File: src/rtl/div_unit_if.sv
// Execute-stage divider bus: the pipeline side starts a divide and supplies
// forwarded operands; the divider answers with a stall request and the result.
interface div_unit_if #(
  parameter int XLEN = 32
);
  logic            StartE;
  logic [1:0]      OpE;
  logic [XLEN-1:0] SrcAE;
  logic [XLEN-1:0] SrcBE;
  logic            FlushE;
  logic            BusyE;
  logic            DoneE;
  logic [XLEN-1:0] ResultE;

  // Pipeline / hazard-unit side
  modport master (
    output StartE, OpE, SrcAE, SrcBE, FlushE,
    input  BusyE, DoneE, ResultE
  );

  // Divider side
  modport slave (
    input  StartE, OpE, SrcAE, SrcBE, FlushE,
    output BusyE, DoneE, ResultE
  );
endinterface

File: src/rtl/div_unit.sv
// Iterative RV32M divider (DIV/DIVU/REM/REMU), radix-2 restoring, 32 iterations.
// Works on magnitudes and applies the sign fix-up when the result is registered.
module div_unit (
  input  logic       clk,
  input  logic       reset,
  div_unit_if.slave  bus
);
  localparam int XLEN = 32;

  typedef enum logic [1:0] {
    S_IDLE,
    S_RUN,
    S_DONE
  } state_t;

  state_t          state_q, state_d;
  logic [4:0]      count_q, count_d;
  logic [XLEN:0]   rem_q, rem_d;
  logic [XLEN-1:0] quo_q, quo_d;
  logic [XLEN-1:0] dvs_q, dvs_d;
  logic [1:0]      op_q, op_d;
  logic            neg_quo_q, neg_quo_d;
  logic            neg_rem_q, neg_rem_d;
  logic [XLEN-1:0] result_q, result_d;

  logic            signed_op;
  logic            a_neg;
  logic            b_neg;
  logic [XLEN-1:0] a_abs;
  logic [XLEN-1:0] b_abs;
  logic [XLEN+1:0] shifted;
  logic [XLEN+1:0] diff;
  logic [XLEN-1:0] quo_fix;
  logic [XLEN-1:0] rem_fix;

  // State register; reset wins over every other transition
  always_ff @(posedge clk) begin
    if (reset) begin
      state_q   <= S_IDLE;
      count_q   <= '0;
      rem_q     <= '0;
      quo_q     <= '0;
      dvs_q     <= '0;
      op_q      <= '0;
      neg_quo_q <= 1'b0;
      neg_rem_q <= 1'b0;
      result_q  <= '0;
    end else begin
      state_q   <= state_d;
      count_q   <= count_d;
      rem_q     <= rem_d;
      quo_q     <= quo_d;
      dvs_q     <= dvs_d;
      op_q      <= op_d;
      neg_quo_q <= neg_quo_d;
      neg_rem_q <= neg_rem_d;
      result_q  <= result_d;
    end
  end

  // Next-state, datapath iteration and handshake outputs
  always_comb begin
    state_d    = state_q;
    count_d    = count_q;
    rem_d      = rem_q;
    quo_d      = quo_q;
    dvs_d      = dvs_q;
    op_d       = op_q;
    neg_quo_d  = neg_quo_q;
    neg_rem_d  = neg_rem_q;
    result_d   = result_q;

    signed_op  = ~bus.OpE[0];
    a_neg      = signed_op & bus.SrcAE[XLEN-1];
    b_neg      = signed_op & bus.SrcBE[XLEN-1];
    a_abs      = a_neg ? (~bus.SrcAE + 1'b1) : bus.SrcAE;
    b_abs      = b_neg ? (~bus.SrcBE + 1'b1) : bus.SrcBE;
    shifted    = {rem_q, quo_q[XLEN-1]};
    diff       = shifted - {2'b00, dvs_q};
    quo_fix    = '0;
    rem_fix    = '0;

    // Busy must never look at FlushE so the hazard unit has no loop through it
    bus.BusyE  = ~reset & (((state_q == S_IDLE) & bus.StartE) | (state_q == S_RUN));
    // A flush landing on the result cycle kills the instruction, so no done pulse
    bus.DoneE  = (state_q == S_DONE) & ~bus.FlushE;
    bus.ResultE = result_q;

    unique case (state_q)
      S_IDLE: begin
        if (bus.StartE && !bus.FlushE) begin
          op_d      = bus.OpE;
          neg_quo_d = a_neg ^ b_neg;
          neg_rem_d = a_neg;
          rem_d     = '0;
          quo_d     = a_abs;
          dvs_d     = b_abs;
          if (bus.SrcBE == '0) begin
            result_d = bus.OpE[1] ? bus.SrcAE : '1;
            state_d  = S_DONE;
          end else if (signed_op && (bus.SrcAE == 32'h8000_0000) &&
                       (bus.SrcBE == 32'hFFFF_FFFF)) begin
            result_d = bus.OpE[1] ? '0 : 32'h8000_0000;
            state_d  = S_DONE;
          end else begin
            count_d = 5'd31;
            state_d = S_RUN;
          end
        end
      end

      S_RUN: begin
        if (!diff[XLEN+1]) begin
          rem_d = diff[XLEN:0];
          quo_d = {quo_q[XLEN-2:0], 1'b1};
        end else begin
          rem_d = shifted[XLEN:0];
          quo_d = {quo_q[XLEN-2:0], 1'b0};
        end
        quo_fix = neg_quo_q ? (~quo_d + 1'b1) : quo_d;
        rem_fix = neg_rem_q ? (~rem_d[XLEN-1:0] + 1'b1) : rem_d[XLEN-1:0];
        if (bus.FlushE) begin
          state_d = S_IDLE;
        end else if (count_q == 5'd0) begin
          result_d = op_q[1] ? rem_fix : quo_fix;
          state_d  = S_DONE;
        end else begin
          count_d = count_q - 5'd1;
        end
      end

      S_DONE: begin
        state_d = S_IDLE;
      end

      default: begin
        state_d = S_IDLE;
      end
    endcase
  end
endmodule

File: src/flat_wrapper.sv
// flat-port wrapper written by rule: the top's interface ports become plain ports
module div_unit_flat 
  (clk, reset, bus_StartE, bus_OpE, bus_SrcAE, bus_SrcBE, bus_FlushE, bus_BusyE, bus_DoneE, bus_ResultE);
  div_unit_if bus_i ();
  input  logic clk;
  input  logic reset;
  input wire logic [$bits(bus_i.StartE)-1:0] bus_StartE;
  input wire logic [$bits(bus_i.OpE)-1:0] bus_OpE;
  input wire logic [$bits(bus_i.SrcAE)-1:0] bus_SrcAE;
  input wire logic [$bits(bus_i.SrcBE)-1:0] bus_SrcBE;
  input wire logic [$bits(bus_i.FlushE)-1:0] bus_FlushE;
  output wire logic [$bits(bus_i.BusyE)-1:0] bus_BusyE;
  output wire logic [$bits(bus_i.DoneE)-1:0] bus_DoneE;
  output wire logic [$bits(bus_i.ResultE)-1:0] bus_ResultE;
  assign bus_i.StartE = bus_StartE;
  assign bus_i.OpE = bus_OpE;
  assign bus_i.SrcAE = bus_SrcAE;
  assign bus_i.SrcBE = bus_SrcBE;
  assign bus_i.FlushE = bus_FlushE;
  assign bus_BusyE = bus_i.BusyE;
  assign bus_DoneE = bus_i.DoneE;
  assign bus_ResultE = bus_i.ResultE;
  div_unit u_core (.clk(clk), .reset(reset), .bus(bus_i));
endmodule
File: config.mk
export PLATFORM = sky130hd
export DESIGN_NAME = div_unit_flat
export DESIGN_NICKNAME = d
export VERILOG_FILES = /design/src/rtl/div_unit_if.sv /design/src/rtl/div_unit.sv /design/src/flat_wrapper.sv
export SDC_FILE = /design/constraint.sdc
export NUM_CORES = 1
export LEC_CHECK = 0
export CAP_MARGIN = 10
export CORE_AREA = 5 5 169 171
export DETAILED_ROUTE_END_ITERATION = 10
export DIE_AREA = 0 0 174 176
export GPL_ROUTABILITY_DRIVEN = 0
export GPL_TIMING_DRIVEN = 0
export HOLD_SLACK_MARGIN = 0.12
export PLACE_DENSITY = 0.75
export SYNTH_ARGS = -nofsm -noshare
export SYNTH_HDL_FRONTEND = slang
export SYNTH_SLANG_ARGS = --single-unit
export TNS_END_PERCENT = 100
File: constraint.sdc
create_clock -name clk -period 5.23 [get_ports clk]
set_input_delay 0.523 -clock clk [delete_from_list [all_inputs] [get_ports clk]]
set_output_delay 0.523 -clock clk [all_outputs]
set_load 0.02 [all_outputs]
# Word level (Yosys, flattened, before mapping)
# Cells that the tools add are included.
# totals
reg_bits,140
latch_bits,0
ram_bits,0
mem_bits_ro,0
output_inout_bits,34
wordCells,87
n_memories,0
# classes
n_addsub,6
n_mul,0
div,0
magnitude_cmp,0
n_eq_ne,12
shifts,0
mux,33
n_bitwise,14
n_reduce_logical,13
# op_table
op,n
$mux W32,14
$add A32 B1 Y32 const B,4
$not A32 Y32,4
$pmux W32 S2,2
$mux W33,3
$pmux W33 S2,1
$eq A32 B32 Y1 const B,2
$sub A34 B32 Y34,1
$logic_not A32 Y1,1
$mux W5,5
$ne A2 B2 Y1 const B,6
$mux W2,5
$pmux W5 S2,1
$ne A3 B3 Y1 const B,2
$reduce_and A2 Y1,3
$reduce_and A6 Y1,1
$and A1 B1 Y1,5
$logic_not A5 Y1,1
$reduce_and A5 Y1,1
$sub A5 B1 Y5 const B,1
$pmux W2 S2,1
$logic_and A1 B1 Y1,3
$not A1 Y1,3
$eq A2 B1 Y1 const B,1
other kinds (7),7

# Logic depth before layout (Yosys ltp)
# logic_depth
ltp_word,10
ltp_mapped,21
mapped_depth_nobuf,19

# Least setup slack after synthesis
# Ideal clock, no wire load.
# synth_path
kind,register -> register
startpoint,reg u_core.dvs_q[2]
endpoint,"reg u_core.result_q[22], in the netlist u_core.bus.ResultE[22]"
setup_ps,132
t_arrival_ps,4027
slack_ps,1071
stages_incl_launch_ff,21
path_buffers,3
synth_period_minus_slack_ps,4159
path_cell_list,dfxtp_1 inv_1 ha_1 buf_4 o211a_1 o31a_4 o211ai_4 a31oi_4 o21a_1 nor2_2 buf_4 buf_4 mux2i_1 ha_1 nand4_1 a2111oi_0 a31oi_1 o21ai_0 xor2_1 a2111oi_0 nor3_1
# synth_via
elab_chain_len,10
# synth_rtl
item,line,text
from (decl),div_unit.sv:20,"logic [XLEN-1:0] dvs_q, dvs_d;"
from (signal assigned),div_unit.sv:53,dvs_q <= dvs_d;
$sub A34 B32 Y34 (*),div_unit.sv:79,"diff = shifted - {2'b00, dvs_q};"
$mux W1 or $mux W33 (tied branches),div_unit.sv:113,if (!diff[XLEN+1]) begin
$mux W32 or $mux W33 (tied branches),div_unit.sv:89,unique case (state_q)
"$not A32 Y32, on equally long branches","div_unit.sv:120, div_unit.sv:121",
"$add A32 B1 Y32, on equally long branches","div_unit.sv:120, div_unit.sv:121",
"$mux W32, on equally long branches","div_unit.sv:120, div_unit.sv:121",
$mux W32 (*),div_unit.sv:125,result_d = op_q[1] ? rem_fix : quo_fix;
$mux W32 (*),div_unit.sv:124,end else if (count_q == 5'd0) begin
$mux W32 (*),div_unit.sv:122,if (bus.FlushE) begin
$pmux W32 S2 (*),div_unit.sv:89,
to (signal assigned),div_unit.sv:57,result_q <= result_d;
to (decl),div_unit.sv:24,"logic [XLEN-1:0] result_q, result_d;"
# Every way passes the cells marked *; elsewhere a longest branch is shown, timed or not. The select of a mux whose other input is x is not followed.
# A chain may end at the register's enable or synchronous reset.

# Worst setup path after layout
# layout_path
startpoint,reg u_core.rem_q[12]
endpoint,"reg u_core.result_q[22], in the netlist u_core.bus.ResultE[22]"
# layout_via
elab_chain_len,10
# layout_rtl
item,line,text
from (decl),div_unit.sv:18,"logic [XLEN:0] rem_q, rem_d;"
from (signal assigned),div_unit.sv:51,rem_q <= rem_d;
$sub A34 B32 Y34,div_unit.sv:79,
$mux W1 or $mux W33 (tied branches),div_unit.sv:113,
$mux W32 or $mux W33 (tied branches),div_unit.sv:89,
"$not A32 Y32, on equally long branches","div_unit.sv:120, div_unit.sv:121",
"$add A32 B1 Y32, on equally long branches","div_unit.sv:120, div_unit.sv:121",
"$mux W32, on equally long branches","div_unit.sv:120, div_unit.sv:121",
$mux W32 (*),div_unit.sv:125,
$mux W32 (*),div_unit.sv:124,
$mux W32 (*),div_unit.sv:122,
$pmux W32 S2 (*),div_unit.sv:89,
# Marks and branches as above.

==> summary.md <==
## Status
- **status** finished, final reports clean

## CTS
- **H-tree levels** 4
- **insertion delay of the later-clocked pin in the worst-skew pair** 0.44 ns
- **number of buffers created by CTS** 17
- **hold buffer count at cts** 0
- **clock-pin transition on the worst setup and hold timing paths** 0.06 ns
- **maximum buffer depth of the clock tree** 2
- **clock tree from TritonCTS** done
- **clock root cell** clkbuf_16
- **number of clock sinks seen by CTS** 139

## Pwr
- **share of total power consumed by net switching** 0.360
- **sequential cell fraction of total power** 0.321
- **internal portion of total power** 0.00232 W
- **overall power** 0.00362 W
- **clock network power share** 0.357
- **switching power summed over all nets** 0.00130 W
- **largest voltage drop on the vdd net** 199 uV
- **Logic pwr share** 0.322
- **leak pwr** 4.98 nW
- **power per unit of standard cell area** 260 nW/um2

## Synthesis
- **most common flop cell mapped by yosys** dfxtp_1
- **post-synthesis cell area** 11800 um2
- **register area share after synthesis** 0.235
- **register bit total from synthesis** 139
- **portion of synthesized cell area occupied by the leading cell type** 0.235
- **Yosys warning total** 0
- **top area cells in the synthesized netlist** dfxtp_1, a21oi_1, nor2_1, xnor2_1, xor2_1
- **cell count after synthesis** 1618
- **number of unique standard cell types used by synthesis** 91
- **dominant cell type by area after synthesis** dfxtp_1
- **number of enable-type register cells in the synthesized netlist** 0
- **Synthesized Nets** 1728
- **share of synthesized flip-flops with an asynchronous set or reset** 0
- **mean cell area of the mapped netlist** 7.32 um2

## Timing
- **final worst-path cycle share** 0.960
- **post-route minimum period** 5.02 ns
- **number of max-slew violations in the final report** 0
- **highest clock rate** 199 MHz
- **final count of negative-setup-slack endpoints** 0
- **sum of negative setup slack** 0 ns
- **worst-margin pin slew** 1.03 ns
- **number of hold violations in the final report** 0
- **Final Skew** 0.0107 ns
- **Relative slew margins** 0.311
- **worst path setup slack after routing** 0.211 ns

## Critical path
- **Worst R2R End** u_core.bus.ResultE[22]
- **crit path buf inv count** 3
- **largest incremental delay on the critical path** 0.48 ns
- **reg2reg path depth** 19
- **Setup CP Type** flip-flop to flip-flop
- **required time at the worst-slack endpoint** 5.53 ns
- **worst reg2reg path startpoint** u_core.rem_q[12]
- **Stages on worst setup path** 19
- **slack of the worst reg-to-reg path** 0.21 ns
- **cell at the slowest stage of the critical path** a2111oi_2
- **largest fanout on the critical path** 10
- **arrival time reported for the critical path endpoint** 5.32 ns
- **Top delay family on crit path** compound AO/OA/AOI/OAI gates
- **kind of end point of the critical path** flip-flop
- **type of element launching the critical path** flip-flop
- **chain of cells forming the critical path** ha_1 > buf_2 > nand2_1 > nor2_1 > nand3_1 > a31oi_4 > o22ai_1 > nor2_2 > buf_4 > buf_4 > mux2i_4 > ha_2 > nand4_1 > a2111oi_2 > a31oi_1 > o21ai_1 > xor2_1 > a2111oi_2 > nor3_1

## Routing
- **drt total wl** 45.2 mm
- **count of antenna-violating nets left after detailed routing** 0
- **via count** 13566
- **detailed router's first-iteration violation count** 1753
- **first-pass detailed-route iteration total** 7
- **average wire per cell in the routed design** 21.6 um
- **DRC** 0
- **post-DR vias/cell** 6.49

## Placement
- **worst slack, placed** -0.387 ns
- **count of placed standard cells including taps** 2061
- **detailed placement HPWL** 35.4 mm
- **Area after DPL** 13300 um2
- **Port-buffer cells** 102

## Hold path
- **destination of the worst hold path** u_core.dvs_q[31]
- **hold crit path type** flip-flop to flip-flop
- **Min-Delay Startpoint** u_core.dvs_q[31]
- **worst hold path cell count** 2

## Global routing
- **wire length of the first global-routing pass** 69.4 mm
- **GRT Total Usage** 0.282
- **via count of the first global-routing pass** 12455
- **pin count of the biggest net entering global routing** 17
- **initial antenna violation count** 0
- **Remaining Overflow, GRT** 0

## Floorplanning
- **Initial Util** 0.443
- **IO Pins** 104
- **standard cell core area** 26700 um2
- **Site Rows** 60
- **Die Wd** 174 um
- **total die area** 30600 um2
- **overall die height** 176 um

## Final layout
- **fraction of final layout cells sized beyond drive strength 1** 0.0624
- **post-route cell area** 13900 um2
- **number of standard cells in the final layout excluding fillers** 2090
- **commonest non-fill, non-tap cell in the layout** nor2_1
- **most frequent cells in the layout** nor2_1, a21oi_1, dfxtp_1
- **layout-stage area growth over the synthesis result** 17.7%
- **Post-layout nets** 1845

## Run
- **count of maximum capacitance violations** 0

## cells by family after synthesis
family | Yosys count | share of synthesized area
buf+inv | 172 | 0.0586
mux | 33 | 0.0285
fa+ha+maj | 40 | 0.0429
simple gates | 551 | 0.226
flops | 139 | 0.235
compound gates | 557 | 0.316
xor+xnor | 126 | 0.0932
## area by class of cell
class                      instances  area, um2
clock buffer                      20        457
antenna                            1       2.50
fill                            2592      12800
inverter                          61        230
multi-input combinational       1307       8410
timing repair buffer             102       1020
buffer                           107        450
tap                              341        427
clock inverter                    12        161
sequential                       139       2780
## power by group through the flow
| stage | registers (W) | clock network (W) | logic (W) |
|---|---|---|---|
| after floorplan | 0.00118 | 0 | 0.000749 |
| final | 0.00116 | 0.00129 | 0.00117 |
| after detailed placement | 0.00118 | 0 | 0.00111 |
| after CTS | 0.00116 | 0.00129 | 0.00112 |
| after global routing | 0.00117 | 0.00134 | 0.00124 |
| after global placement | 0.00118 | 0 | 0.00109 |
## synth_stat cells (27+ instances only)
| cell | n |
|---|---|
| a211oi_1 | 57 |
| a21oi_1 | 146 |
| a22oi_1 | 33 |
| a31oi_1 | 40 |
| clkbuf_1 | 77 |
| dfxtp_1 | 139 |
| ha_1 | 39 |
| inv_1 | 60 |
| mux2i_1 | 27 |
| nand2_1 | 134 |
| nand3_1 | 40 |
| nor2_1 | 189 |
| nor3_1 | 38 |
| o21ai_0 | 89 |
| xnor2_1 | 65 |
| xor2_1 | 61 |
## stage by stage
step           utilization  hold WS [ns]
2_1_floorplan            -         0.432
3_3_place_gp         0.497         0.443
3_5_place_dp         0.497         0.451
4_1_cts              0.520         0.458
5_1_grt              0.521         0.484
6_report             0.522         0.460
## per-layer routing
metal  wire length, um  up-vias  track usage
met5                 0        -            0
met4              2490        0        0.139
met3              5170      193       0.0589
met2             19300      899        0.431
met1             18300     6280        0.379
li1                  -     6194            -
## state kept, by name, summed over array words and instances (netlist names)
signal and count:
u_core.bus.ResultE 32, u_core.neg_rem_q 1, u_core.neg_quo_q 1, u_core.dvs_q 32, u_core.quo_q 32, u_core.count_q 5
u_core.state_q 2, u_core.rem_q 33, u_core.op_q 1
## worst max-delay path by stage
stage	startpoint	to	slack (ns)
2_1_floorplan	u_core.dvs_q[2]	u_core.bus.ResultE[22]	1.07
3_3_place_gp	u_core.rem_q[13]	u_core.bus.ResultE[22]	-0.26
3_5_place_dp	u_core.dvs_q[20]	u_core.bus.ResultE[22]	-0.39
4_1_cts	u_core.rem_q[0]	u_core.bus.ResultE[22]	0.09
5_1_grt	u_core.dvs_q[20]	u_core.bus.ResultE[22]	-0.05
6_report	u_core.rem_q[12]	u_core.bus.ResultE[22]	0.21
## worst min-delay path, delay by kind of cell (launching register included)
family / cells / cell delay (ns)
AOI/OAI and AO/OA: 1 / 0.05
and+or+nand+nor: 1 / 0.05
DFF: 1 / 0.31
## repair_timing
action	4_1_cts	5_1_grt
setup endpoints to repair	1	6
gates resized for setup	2	13
buffers inserted	0	0
Power figures use the tool's default switching activity.
